## src/rtl/dmem_copy_engine_if.sv

```systemverilog
// Bundles the request handshake and the data-memory port of dmem_copy_engine.
// The engine uses the master side; the requester/memory side uses slave.
interface dmem_copy_engine_if #(
    parameter int LEN_W = 9
);
    logic             start;
    logic             op;
    logic [31:0]      src_addr;
    logic [31:0]      dst_addr;
    logic [LEN_W-1:0] len;
    logic [31:0]      fill_data;
    logic             mem_write;
    logic [31:0]      address;
    logic [31:0]      write_data;
    logic [31:0]      read_data;
    logic             busy;
    logic             done;
    logic             err;

    modport master (
        input  start, op, src_addr, dst_addr, len, fill_data, read_data,
        output mem_write, address, write_data, busy, done, err
    );

    modport slave (
        output start, op, src_addr, dst_addr, len, fill_data, read_data,
        input  mem_write, address, write_data, busy, done, err
    );
endinterface

```

## src/rtl/dmem_copy_engine.sv

```systemverilog
// Block word-copy (memmove) / word-fill engine that owns the data-memory port while busy.
// Copy moves one word per READ/WRITE pair; fill issues back-to-back WRITEs.
module dmem_copy_engine #(
    parameter int MEM_WORDS = 256,
    parameter int LEN_W     = 9
) (
    input  logic               clk,
    input  logic               reset,
    dmem_copy_engine_if.master bus
);
    typedef enum logic [1:0] {
        S_IDLE,
        S_READ,
        S_WRITE,
        S_DONE
    } state_t;

    localparam logic [30:0] LIMIT = 31'(MEM_WORDS);

    state_t           state_q;
    logic             op_q;
    logic             desc_q;
    logic             err_q;
    logic [31:0]      fill_q;
    logic [31:0]      hold_q;
    logic [29:0]      src_q;
    logic [29:0]      dst_q;
    logic [LEN_W-1:0] cnt_q;

    logic [29:0] src_w, dst_w, len_m1;
    logic [30:0] src_end, dst_end;
    logic        reject_d, desc_d;
    logic [29:0] src_d, dst_d;

    // Request decode; only consumed on the start edge in IDLE.
    always_comb begin
        src_w    = bus.src_addr[31:2];
        dst_w    = bus.dst_addr[31:2];
        src_end  = {1'b0, src_w} + 31'(bus.len);
        dst_end  = {1'b0, dst_w} + 31'(bus.len);
        reject_d = (bus.dst_addr[1:0] != 2'b00)
                 | (!bus.op && (bus.src_addr[1:0] != 2'b00))
                 | (dst_end > LIMIT)
                 | (!bus.op && (src_end > LIMIT));
        desc_d   = !bus.op && (dst_w > src_w);
        len_m1   = 30'(bus.len) - 30'd1;
        src_d    = desc_d ? src_w + len_m1 : src_w;
        dst_d    = desc_d ? dst_w + len_m1 : dst_w;
    end

    always_ff @(posedge clk) begin
        if (reset) begin
            state_q <= S_IDLE;
            op_q    <= 1'b0;
            desc_q  <= 1'b0;
            err_q   <= 1'b0;
            fill_q  <= '0;
            hold_q  <= '0;
            src_q   <= '0;
            dst_q   <= '0;
            cnt_q   <= '0;
        end else begin
            case (state_q)
                S_IDLE: begin
                    if (bus.start) begin
                        op_q   <= bus.op;
                        desc_q <= desc_d;
                        err_q  <= reject_d;
                        fill_q <= bus.fill_data;
                        cnt_q  <= bus.len;
                        src_q  <= src_d;
                        dst_q  <= dst_d;
                        if (reject_d || (bus.len == '0))
                            state_q <= S_DONE;
                        else
                            state_q <= bus.op ? S_WRITE : S_READ;
                    end
                end
                S_READ: begin
                    hold_q  <= bus.read_data;
                    state_q <= S_WRITE;
                end
                S_WRITE: begin
                    if (cnt_q == LEN_W'(1)) begin
                        state_q <= S_DONE;
                    end else begin
                        cnt_q   <= cnt_q - LEN_W'(1);
                        src_q   <= desc_q ? src_q - 30'd1 : src_q + 30'd1;
                        dst_q   <= desc_q ? dst_q - 30'd1 : dst_q + 30'd1;
                        state_q <= op_q ? S_WRITE : S_READ;
                    end
                end
                S_DONE: begin
                    err_q   <= 1'b0;
                    state_q <= S_IDLE;
                end
                default: state_q <= S_IDLE;
            endcase
        end
    end

    // Port outputs are pure decodes of registered state, so they are glitch-free per cycle.
    assign bus.mem_write  = (state_q == S_WRITE);
    assign bus.address    = (state_q == S_READ)  ? {src_q, 2'b00} :
                            (state_q == S_WRITE) ? {dst_q, 2'b00} : 32'd0;
    assign bus.write_data = (state_q == S_WRITE) ? (op_q ? fill_q : hold_q) : 32'd0;
    assign bus.busy       = (state_q == S_READ) || (state_q == S_WRITE);
    assign bus.done       = (state_q == S_DONE);
    assign bus.err        = (state_q == S_DONE) && err_q;
endmodule

```

## src/flat_wrapper.sv

```systemverilog
// flat-port wrapper written by rule: the top's interface ports become plain ports
module dmem_copy_engine_flat 
#(
    parameter int MEM_WORDS = 256,
    parameter int LEN_W     = 9
)
  (clk, reset, bus_start, bus_op, bus_src_addr, bus_dst_addr, bus_len, bus_fill_data, bus_read_data, bus_mem_write, bus_address, bus_write_data, bus_busy, bus_done, bus_err);
  dmem_copy_engine_if #(.LEN_W(LEN_W)) bus_i ();
  input  logic clk;
  input  logic reset;
  input wire logic [$bits(bus_i.start)-1:0] bus_start;
  input wire logic [$bits(bus_i.op)-1:0] bus_op;
  input wire logic [$bits(bus_i.src_addr)-1:0] bus_src_addr;
  input wire logic [$bits(bus_i.dst_addr)-1:0] bus_dst_addr;
  input wire logic [$bits(bus_i.len)-1:0] bus_len;
  input wire logic [$bits(bus_i.fill_data)-1:0] bus_fill_data;
  input wire logic [$bits(bus_i.read_data)-1:0] bus_read_data;
  output wire logic [$bits(bus_i.mem_write)-1:0] bus_mem_write;
  output wire logic [$bits(bus_i.address)-1:0] bus_address;
  output wire logic [$bits(bus_i.write_data)-1:0] bus_write_data;
  output wire logic [$bits(bus_i.busy)-1:0] bus_busy;
  output wire logic [$bits(bus_i.done)-1:0] bus_done;
  output wire logic [$bits(bus_i.err)-1:0] bus_err;
  assign bus_i.start = bus_start;
  assign bus_i.op = bus_op;
  assign bus_i.src_addr = bus_src_addr;
  assign bus_i.dst_addr = bus_dst_addr;
  assign bus_i.len = bus_len;
  assign bus_i.fill_data = bus_fill_data;
  assign bus_i.read_data = bus_read_data;
  assign bus_mem_write = bus_i.mem_write;
  assign bus_address = bus_i.address;
  assign bus_write_data = bus_i.write_data;
  assign bus_busy = bus_i.busy;
  assign bus_done = bus_i.done;
  assign bus_err = bus_i.err;
  dmem_copy_engine #(.MEM_WORDS(MEM_WORDS), .LEN_W(LEN_W)) u_core (.clk(clk), .reset(reset), .bus(bus_i));
endmodule
```

## config.mk

```make
export PLATFORM = sky130hd
export DESIGN_NAME = dmem_copy_engine_flat
export DESIGN_NICKNAME = d
export VERILOG_FILES = /design/src/rtl/dmem_copy_engine_if.sv /design/src/rtl/dmem_copy_engine.sv /design/src/flat_wrapper.sv
export SDC_FILE = /design/constraint.sdc
export NUM_CORES = 1
export LEC_CHECK = 0
export ABC_CLOCK_PERIOD_IN_PS = 7550
export CAP_MARGIN = 15
export CORE_MARGIN = 3
export CORE_UTILIZATION = 55
export CTS_CLUSTER_DIAMETER = 30
export DETAILED_ROUTE_END_ITERATION = 8
export PLACE_DENSITY = 0.79
export SYNTH_ARGS = -nofsm -noshare
export SYNTH_HDL_FRONTEND = slang
export SYNTH_SLANG_ARGS = --single-unit
```

## constraint.sdc

```tcl
create_clock -name clk -period 7.55 [get_ports clk]
set_clock_uncertainty 0.15 [all_clocks]
set_input_delay 2.265 -clock clk [delete_from_list [all_inputs] [get_ports clk]]
set_output_delay 2.265 -clock clk [all_outputs]
set_load 0.02 [all_outputs]
```

==> summary.md <==
| Metric | Value |
|---|---|
| Power per cell area | `194 nW/um2` |
| Initial Util | `0.566` |
| Pint | `1.97 mW` |
| Post-synthesis sequential element count | `138` |
| Nature of the critical path endpoint | `flip-flop` |
| VDD IR max | `0.151 mV` |
| Via count | `17300` |
| Cells after DPL | `2670` |
| Post-CTS Hold Fix Bufs | `0` |
| Placed inst area | `17900 um2` |
| Antenna violations before repair | `0` |
| Design area | `18500 um2` |
| Reg-to-reg setup timing slack | `3.23 ns` |
| Total gr overflow | `0` |
| Synth warn | `0` |
| Largest area contributor in the netlist | `dfxtp_1` |
| Ports | `209` |
| Worst Tran Pin Value | `1.20 ns` |
| Worst setup path endpoint | `u_core.dst_q[27]` |
| RSZ-0062 raised after global routing | `false` |
| Max-cap viol count | `0` |
| Count leader, synth | `nand2_1` |
| Reg area | `2770 um2` |
| CTS Buf Count | `17` |
| Post-CTS Setup Inserts | `0` |
| Largest net degree at the start of global routing | `91` |
| Met1 usage | `0.490` |
| Final Hold Viols | `0` |
| Leak pwr | `7.42 nW` |
| Slew headroom | `0.202` |
| Antenna-violating nets left | `0` |
| Global-route wire length before repair | `86.1 mm` |
| Min-Delay Startpoint | `u_core.fill_q[14]` |
| 1st-iter DRT viols | `1793` |
| Hold Crit Class | `flip-flop to flip-flop` |
| Final nets | `2633` |
| Area Overhead vs Synth | `19.7%` |
| Fmax achieved | `0.148 GHz` |
| Die Wd | `174 um` |
| Post-synthesis async set-or-reset flop share | `0` |
| Final period util | `0.894` |
| Reg-to-reg endpoint | `u_core.src_q[28]` |
| CTS sink cnt | `138` |
| Drt pass-1 iters | `6` |
| Clock Path Buffers | `2` |
| ANT cells | `0` |
| Library cells used by synthesis | `91` |
| Synth Cell Area | `15400 um2` |
| DRC violations left | `0` |
| Clk_lat worst skew | `0.44 ns` |
| Worst-path clk slew | `0.07 ns` |
| R2r startpoint | `u_core.desc_q` |
| WL/cell | `20.3 um` |
| Fillers | `2345` |
| Routed wire length | `54.8 mm` |
| Top post-synthesis cells by area | `dfxtp_1 (18%), ha_1 (14%), a21oi_1 (7.5%)` |
| CP startpoint | `bus_len[2]` |
| Synth cell count leaders | `nand2_1 (267), a21oi_1 (230), nor2_1 (230)` |
| Req. time, crit path | `7.67 ns` |
| Syn_area_per_cell | `7.17 um2` |
| Sw Share | `0.450` |
| Met2 Use GR | `0.550` |
| Vias/cell | `6.39` |
| Critical setup path kind | `primary input to flip-flop` |
| Seq pwr share | `0.281` |
| Top cell type's share of synthesized area | `0.179` |
| Routability cong. | `1.02` |
| Critical path arrival | `6.86 ns` |
| CTS Root Cell | `clkbuf_16` |
| Status | `finished clean` |
| Core area | `27300 um2` |
| Combinational share of power | `0.486` |
| Share of layout cells above drive strength 1 | `0.0476` |
| Core Rows | `60` |
| Full die area | `30100 um2` |
| Layer carrying the most global-route usage | `met2` |
| Count of final setup violators | `0` |
| Gr usage total | `0.350` |
| Vias in the first global route | `16200` |
| Final worst path period need | `6.75 ns` |
| Seq/Total Area, Yosys | `0.179` |
| CTS tree | `yes` |
| R2R depth | `12` |
| HPWL after detailed placement | `42.0 mm` |
| Switching pwr | `1.62 mW` |
| Overall Power | `3.59 mW` |
| EDFF count, synth | `0` |
| DIE HEIGHT | `174 um` |
| Max-slew violation count | `0` |
| Multi-input gate area | `12000 um2` |
| CP max FO | `15` |
| Setup TNS | `0 ns` |
| Hold path depth | `2` |
| Clk pwr share | `0.233` |
| Finished Core Util | `0.678` |
| Post-CTS Resized | `0` |
| GRT met3 Usage | `0.0578` |
| Mapped Cells | `2152` |
| H-tree depth | `4` |
| PortBufs | `206` |
| CP Launch Type | `primary input` |
| Final cell count without fillers | `2702` |
| Predominant post-synthesis flop cell | `dfxtp_1` |
## worst min path at each step
stage | end
final | u_core.fill_q[14]
after global routing | u_core.fill_q[16]
after CTS | u_core.fill_q[16]
after floorplan | u_core.fill_q[0]
after global placement | u_core.fill_q[2]
after detailed placement | u_core.fill_q[16]
## power groups by stage
stage / Clock [mW] / Sequential, mW / Combinational, mW
after CTS: 0.839 / 1.00 / 1.71
after detailed placement: 0 / 1.02 / 1.70
final: 0.836 / 1.01 / 1.75
after global routing: 0.866 / 1.02 / 1.90
after floorplan: 0 / 0.963 / 1.17
after global placement: 0 / 1.01 / 1.67
## routing by layer
layer  routed length, um  share of wire  vias to the layer above
met5                   0              0                        -
met3                5400          0.099                       97
li1                    -              -                     8250
met1               23900           0.44                     8079
met2               24100           0.44                      836
met4                1420          0.026                        0
## cells in the final DEF, fill, tap and decap left out, types with 31 or more instances in the layout
cell	instances
mux2i_1	79
a21o_1	44
nor3_1	50
xnor2_1	63
clkdlybuf4s50_1	205
nand4_1	35
buf_4	39
a21oi_1	230
nand3_1	48
nand2_1	267
o211ai_1	31
nor2_1	230
xor2_1	36
a211oi_1	63
inv_1	86
dfxtp_1	136
ha_1	167
o21ai_0	146
## state kept, by name (all words and copies together) (netlist names)
| register | flops |
|---|---|
| u_core.cnt_q | 9 |
| u_core.src_q | 30 |
| u_core.state_q | 2 |
| u_core.op_q | 1 |
| u_core.fill_q | 32 |
| u_core.dst_q | 30 |
| u_core.desc_q | 1 |
| u_core.err_q | 1 |
| u_core.hold_q | 32 |
## kinds of logic after synthesis
logic type | Yosys count | synth area share
flops | 138 | 0.179
buf+inv | 187 | 0.0474
xor+xnor | 99 | 0.0562
other cells | 1 | 0.000243
compound gates | 711 | 0.294
mux | 84 | 0.0549
fa+ha+maj | 175 | 0.145
simple gates | 757 | 0.223
## worst max-delay path, stage by stage
cell and delay [ns]:
clkdlybuf4s50_1 0.56, or4_1 0.65, nor3_1 0.23, nand2_1 0.16
inv_1 0.46, ha_1 0.31, nand3_1 0.10, o211ai_1 0.30
a22oi_1 0.17, a2111oi_2 0.41, o21ai_0 0.23, a21oi_1 0.28
o21ai_1 0.15, a21boi_0 0.25, mux2i_1 0.22, a211oi_1 0.09
## per-stage QoR
| stage | hold WS (ns) | setup WS [ns] |
|---|---|---|
| finish | 0.310 | 0.803 |
| global route | 0.325 | 0.549 |
| CTS | 0.307 | 0.948 |
| detailed placement | 0.298 | 0.487 |
| global placement | 0.292 | 0.639 |
| floorplan | 0.286 | 1.20 |
## area by class of cell
cell class              count  share of cell area
multi-input cells        1828               0.649
flip-flops and latches    138               0.150
clock buffers              17              0.0230
clock inverters            15             0.00738
repair buffers            245               0.128
inverters                  87              0.0177
well taps                 372              0.0252
Note: power is estimated with default switching activity, not from simulation.
